==> src/rtl/cpu_ctrl.sv <==
// cpu_ctrl: host-side controller for a small CPU core.
//   Accepts host commands (valid/ready) to load the program ROM two bytes per
//   instruction word, run, halt, single-step and manage one breakpoint.
// Ports:
//   clk, reset        clock and synchronous active-high reset
//   cmd_valid/ready   command handshake (ready is low only while reset is high)
//   cmd_op, cmd_arg   opcode and 8-bit argument
//   pc                CPU program counter, compared against the breakpoint
//   cpu_en, cpu_rst   CPU execute enable (combinational) and CPU reset
//   rom_we/waddr/wdata program-ROM write port, wdata = {addr_w, addr_r}
//   state             0 HALTED, 1 LOAD, 2 RUN, 3 STEP
//   err               sticky illegal-command flag
module cpu_ctrl #(
  parameter int ROM_SIZE = 8,
  parameter int RAM_SIZE = 8
) (
  input  logic                  clk,
  input  logic                  reset,
  input  logic                  cmd_valid,
  output logic                  cmd_ready,
  input  logic [2:0]            cmd_op,
  input  logic [7:0]            cmd_arg,
  input  logic [ROM_SIZE-1:0]   pc,
  output logic                  cpu_en,
  output logic                  cpu_rst,
  output logic                  rom_we,
  output logic [ROM_SIZE-1:0]   rom_waddr,
  output logic [2*RAM_SIZE-1:0] rom_wdata,
  output logic [1:0]            state,
  output logic                  err
);

  typedef enum logic [1:0] {
    ST_HALTED = 2'd0,
    ST_LOAD   = 2'd1,
    ST_RUN    = 2'd2,
    ST_STEP   = 2'd3
  } state_t;

  localparam logic [2:0] OP_LOAD_BEGIN = 3'd1;
  localparam logic [2:0] OP_LOAD_BYTE  = 3'd2;
  localparam logic [2:0] OP_RUN        = 3'd3;
  localparam logic [2:0] OP_HALT       = 3'd4;
  localparam logic [2:0] OP_STEP       = 3'd5;
  localparam logic [2:0] OP_SET_BP     = 3'd6;
  localparam logic [2:0] OP_CLR_BP     = 3'd7;

  state_t                cur_state;
  state_t                nxt_state;
  logic                  phase;
  logic [8:0]            step_cnt;
  logic [ROM_SIZE-1:0]   bp_addr;
  logic                  bp_valid;
  logic                  resume;
  logic                  accept;
  logic                  bp_hit;

  function automatic logic [RAM_SIZE-1:0] arg_half(input logic [7:0] a);
    logic [31:0] t;
    t = {24'd0, a};
    return t[RAM_SIZE-1:0];
  endfunction

  function automatic logic [ROM_SIZE-1:0] arg_addr(input logic [7:0] a);
    logic [31:0] t;
    t = {24'd0, a};
    return t[ROM_SIZE-1:0];
  endfunction

  assign state = cur_state;

  always_comb begin
    cmd_ready = !reset;
    accept    = cmd_valid && cmd_ready;
    // resume masks the breakpoint for the first instruction after RUN, so a
    // CPU parked on bp_addr can step past it.
    bp_hit    = bp_valid && (pc == bp_addr) && !resume;

    cpu_en    = 1'b0;
    nxt_state = cur_state;
    case (cur_state)
      ST_RUN: begin
        cpu_en = !bp_hit;
        if (bp_hit) nxt_state = ST_HALTED;
      end
      ST_STEP: begin
        cpu_en = (step_cnt != 9'd0);
        if (step_cnt <= 9'd1) nxt_state = ST_HALTED;
      end
      default: ;
    endcase

    // Host commands override the automatic transitions above.
    if (accept) begin
      case (cmd_op)
        OP_LOAD_BEGIN: nxt_state = ST_LOAD;
        OP_RUN:        if (cur_state == ST_HALTED || cur_state == ST_LOAD) nxt_state = ST_RUN;
        OP_HALT:       nxt_state = ST_HALTED;
        OP_STEP:       if (cur_state == ST_HALTED) nxt_state = ST_STEP;
        default: ;
      endcase
    end
  end

  always_ff @(posedge clk) begin
    if (reset) cur_state <= ST_HALTED;
    else       cur_state <= nxt_state;
  end

  always_ff @(posedge clk) begin
    if (reset) begin
      cpu_rst   <= 1'b1;
      rom_we    <= 1'b0;
      rom_waddr <= '0;
      rom_wdata <= '0;
      bp_addr   <= '0;
      bp_valid  <= 1'b0;
      phase     <= 1'b0;
      step_cnt  <= 9'd0;
      resume    <= 1'b0;
      err       <= 1'b0;
    end else begin
      // The write strobe lasts one cycle; the address advances right after it.
      rom_we <= 1'b0;
      if (rom_we) rom_waddr <= rom_waddr + 1'b1;
      if (cpu_en && cur_state == ST_RUN)  resume   <= 1'b0;
      if (cpu_en && cur_state == ST_STEP) step_cnt <= step_cnt - 9'd1;

      if (accept) begin
        case (cmd_op)
          OP_LOAD_BEGIN: begin
            rom_waddr <= arg_addr(cmd_arg);
            phase     <= 1'b0;
            cpu_rst   <= 1'b1;
          end
          OP_LOAD_BYTE: begin
            if (cur_state == ST_LOAD) begin
              if (!phase) begin
                rom_wdata[RAM_SIZE-1:0] <= arg_half(cmd_arg);
                phase                   <= 1'b1;
              end else begin
                rom_wdata[2*RAM_SIZE-1:RAM_SIZE] <= arg_half(cmd_arg);
                rom_we                           <= 1'b1;
                phase                            <= 1'b0;
              end
            end else begin
              err <= 1'b1;
            end
          end
          OP_RUN: begin
            if (cur_state == ST_HALTED || cur_state == ST_LOAD) begin
              cpu_rst <= 1'b0;
              resume  <= 1'b1;
              phase   <= 1'b0;
            end
          end
          OP_HALT: phase <= 1'b0;
          OP_STEP: begin
            if (cur_state == ST_HALTED) begin
              step_cnt <= (cmd_arg == 8'd0) ? 9'd256 : {1'b0, cmd_arg};
              cpu_rst  <= 1'b0;
            end else begin
              err <= 1'b1;
            end
          end
          OP_SET_BP: begin
            bp_addr  <= arg_addr(cmd_arg);
            bp_valid <= 1'b1;
          end
          OP_CLR_BP: bp_valid <= 1'b0;
          default: ;
        endcase
      end
    end
  end

endmodule

==> config.mk <==
export PLATFORM = sky130hd
export DESIGN_NAME = cpu_ctrl
export DESIGN_NICKNAME = d
export VERILOG_FILES = /design/src/rtl/cpu_ctrl.sv
export SDC_FILE = /design/constraint.sdc
export NUM_CORES = 1
export LEC_CHECK = 0
export CAP_MARGIN = 20
export CORE_UTILIZATION = 43
export DETAILED_ROUTE_END_ITERATION = 6
export PLACE_DENSITY = 0.77
export REMOVE_ABC_BUFFERS = 1
export SLEW_MARGIN = 0
export SYNTH_ARGS = -nofsm -noshare
export SYNTH_HDL_FRONTEND = slang
export SYNTH_SLANG_ARGS = --single-unit
==> constraint.sdc <==
create_clock -name clk -period 2.2 [get_ports clk]
set_input_delay 0.44 -clock clk [delete_from_list [all_inputs] [get_ports clk]]
set_output_delay 0.44 -clock clk [all_outputs]
set_load 0.02 [all_outputs]
# Word-level counts from Yosys, hierarchy flattened
# Index checks and enable logic that the tools add are counted.
# classes
add_sub_neg	2
n_mux	31
eq_ne	16
bitwise_logic	4
n_reduce_logical	25
magnitude_cmp	1
# op_table
cell	n
9-bit 2-to-1 mux	5
8-bit 2-to-1 mux	3
4-bit AND reduction	5
3-bit == test (second input constant)	4
1-bit 2-to-1 mux	11
2-bit 2-to-1 mux	5
2-bit inequality test (second input constant)	5
9-bit by 1-bit <= comparator with 1-bit output (second input constant)	1
9-bit nonzero test	1
9-bit by 1-bit subtractor with 9-bit output (second input constant)	1
8-bit by 1-bit adder with 8-bit output (second input constant)	1
8-bit == test	1
8-bit zero test	1
2-bit case mux with 4 select lines	1
3-bit by 2-bit == test with 1-bit output (second input constant)	2
1-bit case mux with 2 select lines	3
1-bit case mux with 3 select lines	2
3-bit nonzero test	2
1-bit logical AND	5
2-bit == test (second input constant)	2
1-bit NOT	4
2-bit case mux with 2 select lines	1
2-bit AND reduction	2
2-bit nonzero test	2
other kinds (7)	9
# word_totals
register_bits	49
input_bits	22
elab_cells	91
out_inout_bits	31

# Logic depth before layout (Yosys ltp)
# logic_depth
ltp_word	10
ltp_mapped	6
mapped_depth_nobuf	6

# Worst setup path before layout
# No wires, ideal clock.
# synth_path
kind	input port to flip-flop
startpoint	input cmd_op[0]
endpoint	register rom_wdata[7]
path_slack_ns	0.320
path_stages	5
setup_ns	0.128
arrival_time_ns	1.753
path_buffers	1
t_required_ns	2.072
path_cell_list	buf_6 -> or3b_4 -> nor4_4 -> mux2i_1 -> nor2_1
# synth_between
elab_chain_len	2
# synth_rtl
element	line_no	text
start: declaration	21	input logic [2:0] cmd_op,
3-bit by 2-bit == test with 1-bit output	130	case (cmd_op)
4-bit AND reduction (no line)	-	
end signal: indexed assignment	139	rom_wdata[RAM_SIZE-1:0] <= arg_half(cmd_arg);
end signal: indexed assignment	142	rom_wdata[2*RAM_SIZE-1:RAM_SIZE] <= arg_half(cmd_arg);
end: declaration	28	output logic [2*RAM_SIZE-1:0] rom_wdata,
# Every way passes these cells.
# A chain may end at the register's enable or synchronous reset.

# Worst setup path in the final report
# layout_path
startpoint	input reset
endpoint	output cmd_ready
# layout_between
elab_chain_len	1
# layout_rtl
element	line_no	text
start: declaration	18	input logic reset,
1-bit zero test	73	cmd_ready = !reset;
end: declaration	20	output logic cmd_ready,
# Every way passes these cells.

==> summary.md <==
| Metric | Value |
|---|---|
| First-pass GRT wire length | `10160 um` |
| CP Max Fanout | `5` |
| DRT Pass-1 Iters | `4` |
| Final setup margin | `0.06623 ns` |
| EDFF count, synth | `0` |
| R2r worst-path depth | `7` |
| RR Startpoint | `step_cnt[1]$_SDFF_PP0_` |
| Die Y | `77.48 um` |
| Dpl hpwl | `4327 um` |
| WS Path Type | `input port to output port` |
| R2R setup slack | `0.40 ns` |
| Starting DRT DRC Count | `238` |
| Tmin final | `2.134 ns` |
| VDD IR max | `0.2941 mV` |
| Synthesized cell area | `2450 um^2` |
| Commonest non-fill, non-tap cells in the layout | `dfxtp_1, nor2_1, clkdlybuf4s50_1, mux2i_1, buf_4` |
| CTS clk-pin slew, worst paths | `0.10 ns` |
| Routed len/inst | `14.41 um` |
| Crit end category | `output port` |
| CP startpoint kind | `input port` |
| Asr flop ratio synth | `0%` |
| Most common cell after layout, fill and taps aside | `dfxtp_1` |
| Post-route ant nets | `0` |
| Crit path to | `cmd_ready` |
| I/O Pins | `53` |
| Critical R2R Capture | `step_cnt[6]$_SDFF_PP0_` |
| Synth Register Bits | `49` |
| Sequential share of power | `53.9%` |
| Fin area | `3327 um^2` |
| Largest net degree at the start of global routing | `39` |
| Final setup viols | `0` |
| Vias | `2235` |
| Fmax | `468.7 MHz` |
| RSZ-0062 raised after global routing | `no` |
| PD cells | `509.0 nW/um^2` |
| Slew Viols, Final | `0` |
| Post-synthesis cell count | `275` |
| Switching portion of total power | `26.61%` |
| CTS tree | `yes` |
| Clock skew | `0.008841 ns` |
| Internal power | `0.001243 W` |
| YS warnings | `0` |
| Slew headroom | `58.37%` |
| I/O Buffers | `52` |
| ANT cells | `0` |
| Leakage | `1.344 nW` |
| Die footprint | `6003 um^2` |
| Share of layout cells above drive strength 1 | `11.78%` |
| Clk root buf | `clkbuf_8` |
| Overflow after GRT | `0` |
| CP arrival | `1.69 ns` |
| Syn-to-layout area delta | `35.80%` |
| Outcome | `finished clean` |
| Crit path required time | `1.76 ns` |
| Antenna violations before repair | `0` |
| Final WL | `6053 um` |
| Worst min path class | `flip-flop to flip-flop` |
| GRT Overall Usage | `21.40%` |
| Post-route DRC | `0` |
| Placed cell area | `3216 um^2` |
| Synth cell types | `48` |
| Final Cycle Share | `96.99%` |
| Critical path startpoint | `reset` |
| Core Area | `5507 um^2` |
| Clk Latency, worst-skew pair | `0.31 ns` |
| Sequential area share after synthesis | `40.04%` |
| Placer congestion estimate | `0.8356` |
| Starting utilization of the core area | `44.49%` |
| Fill cell count | `482` |
| Chip width | `77.48 um` |
| Clk sinks | `49` |
| Clk pwr share | `32.3%` |
| Net Switching | `0.0004506 W` |
| TritonCTS buffer count | `5` |
| Ys flop type | `dfxtp_1` |
| Vias/cell | `5.321` |
| Pre-CTS setup slack | `-0.3611 ns` |
| H-tree level count | `2` |
| Final-report hold violation count | `0` |
| NumNets Final | `373` |
| Vias in the first global route | `2118` |
| CTS max path bufs | `2` |
| Post-CTS Setup Repair Bufs | `0` |
| Combinational fraction of design power | `13.8%` |
| Avg Inst Size Synth | `8.909 um^2` |
| Max_cap viols | `0` |
| Worst-Margin Slew | `0.6161 ns` |
| Site Rows | `27` |
==> state kept, by name, indices dropped and copies added (netlist names) <==
signal     count
rom_wdata     16
step_cnt       9
bp_addr        8
rom_waddr      8
state          2
bp_valid       1
cpu_rst        1
err            1
phase          1
resume         1
rom_we         1
==> metal layers <==
layer  vias up  global-route usage [%]  wire, um
li1       1122                       -         -
met2        72                   34.96      2821
met1      1033                   28.27      2792
met4         0                   7.358        97
met5         -                       0         0
met3         8                   3.765       340
==> synth_stat cells (all sizes together) (4+ instances only) <==
cell / n / area share [%]
nor2: 48 / 7.4
dfxtp: 49 / 40
nand2: 7 / 1.1
ha: 4 / 2.0
nor3: 5 / 1.0
clkbuf: 10 / 1.5
nor2b: 5 / 1.3
nand2b: 4 / 1.0
a211oi: 15 / 4.6
xor2: 4 / 1.4
buf: 5 / 1.2
nand3: 9 / 1.8
a21oi: 7 / 1.4
inv: 11 / 1.7
a31oi: 5 / 1.3
mux2i: 29 / 12
xnor2: 14 / 5.0
nand4: 5 / 1.3
==> worst min-delay path by stage <==
stage                          from              endpoint  slack [ns]  cells after the start
4_1_cts            err$_SDFFE_PP0P_      err$_SDFFE_PP0P_        0.49                      1
5_1_grt        cpu_rst$_SDFFE_PP1P_  cpu_rst$_SDFFE_PP1P_        0.52                      1
2_1_floorplan     resume$_SDFF_PP0_     resume$_SDFF_PP0_        0.46                      2
6_report       cpu_rst$_SDFFE_PP1P_  cpu_rst$_SDFFE_PP1P_        0.49                      1
3_3_place_gp       err$_SDFFE_PP0P_      err$_SDFFE_PP0P_        0.46                      1
3_5_place_dp       err$_SDFFE_PP0P_      err$_SDFFE_PP0P_        0.47                      1
==> power groups by stage <==
stage	Clock [W]	Combinational [W]	Sequential, W
after global placement	0	0.000227	0.000933
after detailed placement	0	0.000229	0.000934
after floorplan	0	0.0000816	0.000942
final	0.000547	0.000233	0.000913
after global routing	0.000601	0.000252	0.000916
after CTS	0.000559	0.000232	0.000913
==> cell type report <==
type / instances / area [um^2] / share of cell area [%]
Multi-Input combinational cell: 200 / 1373 / 41.26
Timing Repair Buffer: 80 / 752.0 / 22.60
Clock inverter: 3 / 21.27 / 0.6393
Clock buffer: 5 / 68.82 / 2.068
Inverter: 11 / 41.29 / 1.241
Sequential cell: 49 / 980.9 / 29.48
Tap cell: 72 / 90.09 / 2.708
==> cells by family (layout without fill, tap and decap cells) <==
| family | Yosys count | count (layout) | synth area share [%] |
|---|---|---|---|
| AND/OR/NAND/NOR | 100 | 100 | 20.89 |
| AO/OA/AOI/OAI | 49 | 49 | 14.30 |
| flip-flops | 49 | 49 | 40.04 |
| multiplexers | 29 | 29 | 11.85 |
| buffers and inverters | 26 | 99 | 4.443 |
| XOR/XNOR | 18 | 18 | 6.435 |
| adder cells (fa/ha/maj) | 4 | 4 | 2.043 |
==> what timing repair did <==
action                     4_1_cts  5_1_grt
resized for setup                5        6
hold buffers                     0        0
setup endpoints to repair        1        1
hold endpoints to repair         0        0
pin swaps                        2        4
==> metrics by stage <==
step,TNS (ns),hold WS (ns),util [%],std cells,total power [W]
after global routing,0,0.5233,60.42,420,0.001770
after global placement,-0.3726,0.4556,58.40,412,0.001160
after CTS,0,0.4940,60.08,420,0.001704
after floorplan,0,0.4616,-,260,0.001023
after detailed placement,-0.3620,0.4674,58.40,412,0.001162
final,0,0.4859,60.42,420,0.001693
==> worst max-delay path, stage by stage <==
cell             delay (ns)
clkdlybuf4s50_1        0.52
inv_1                  0.12
clkdlybuf4s50_1        0.61
Power figures use the tool's default switching activity.
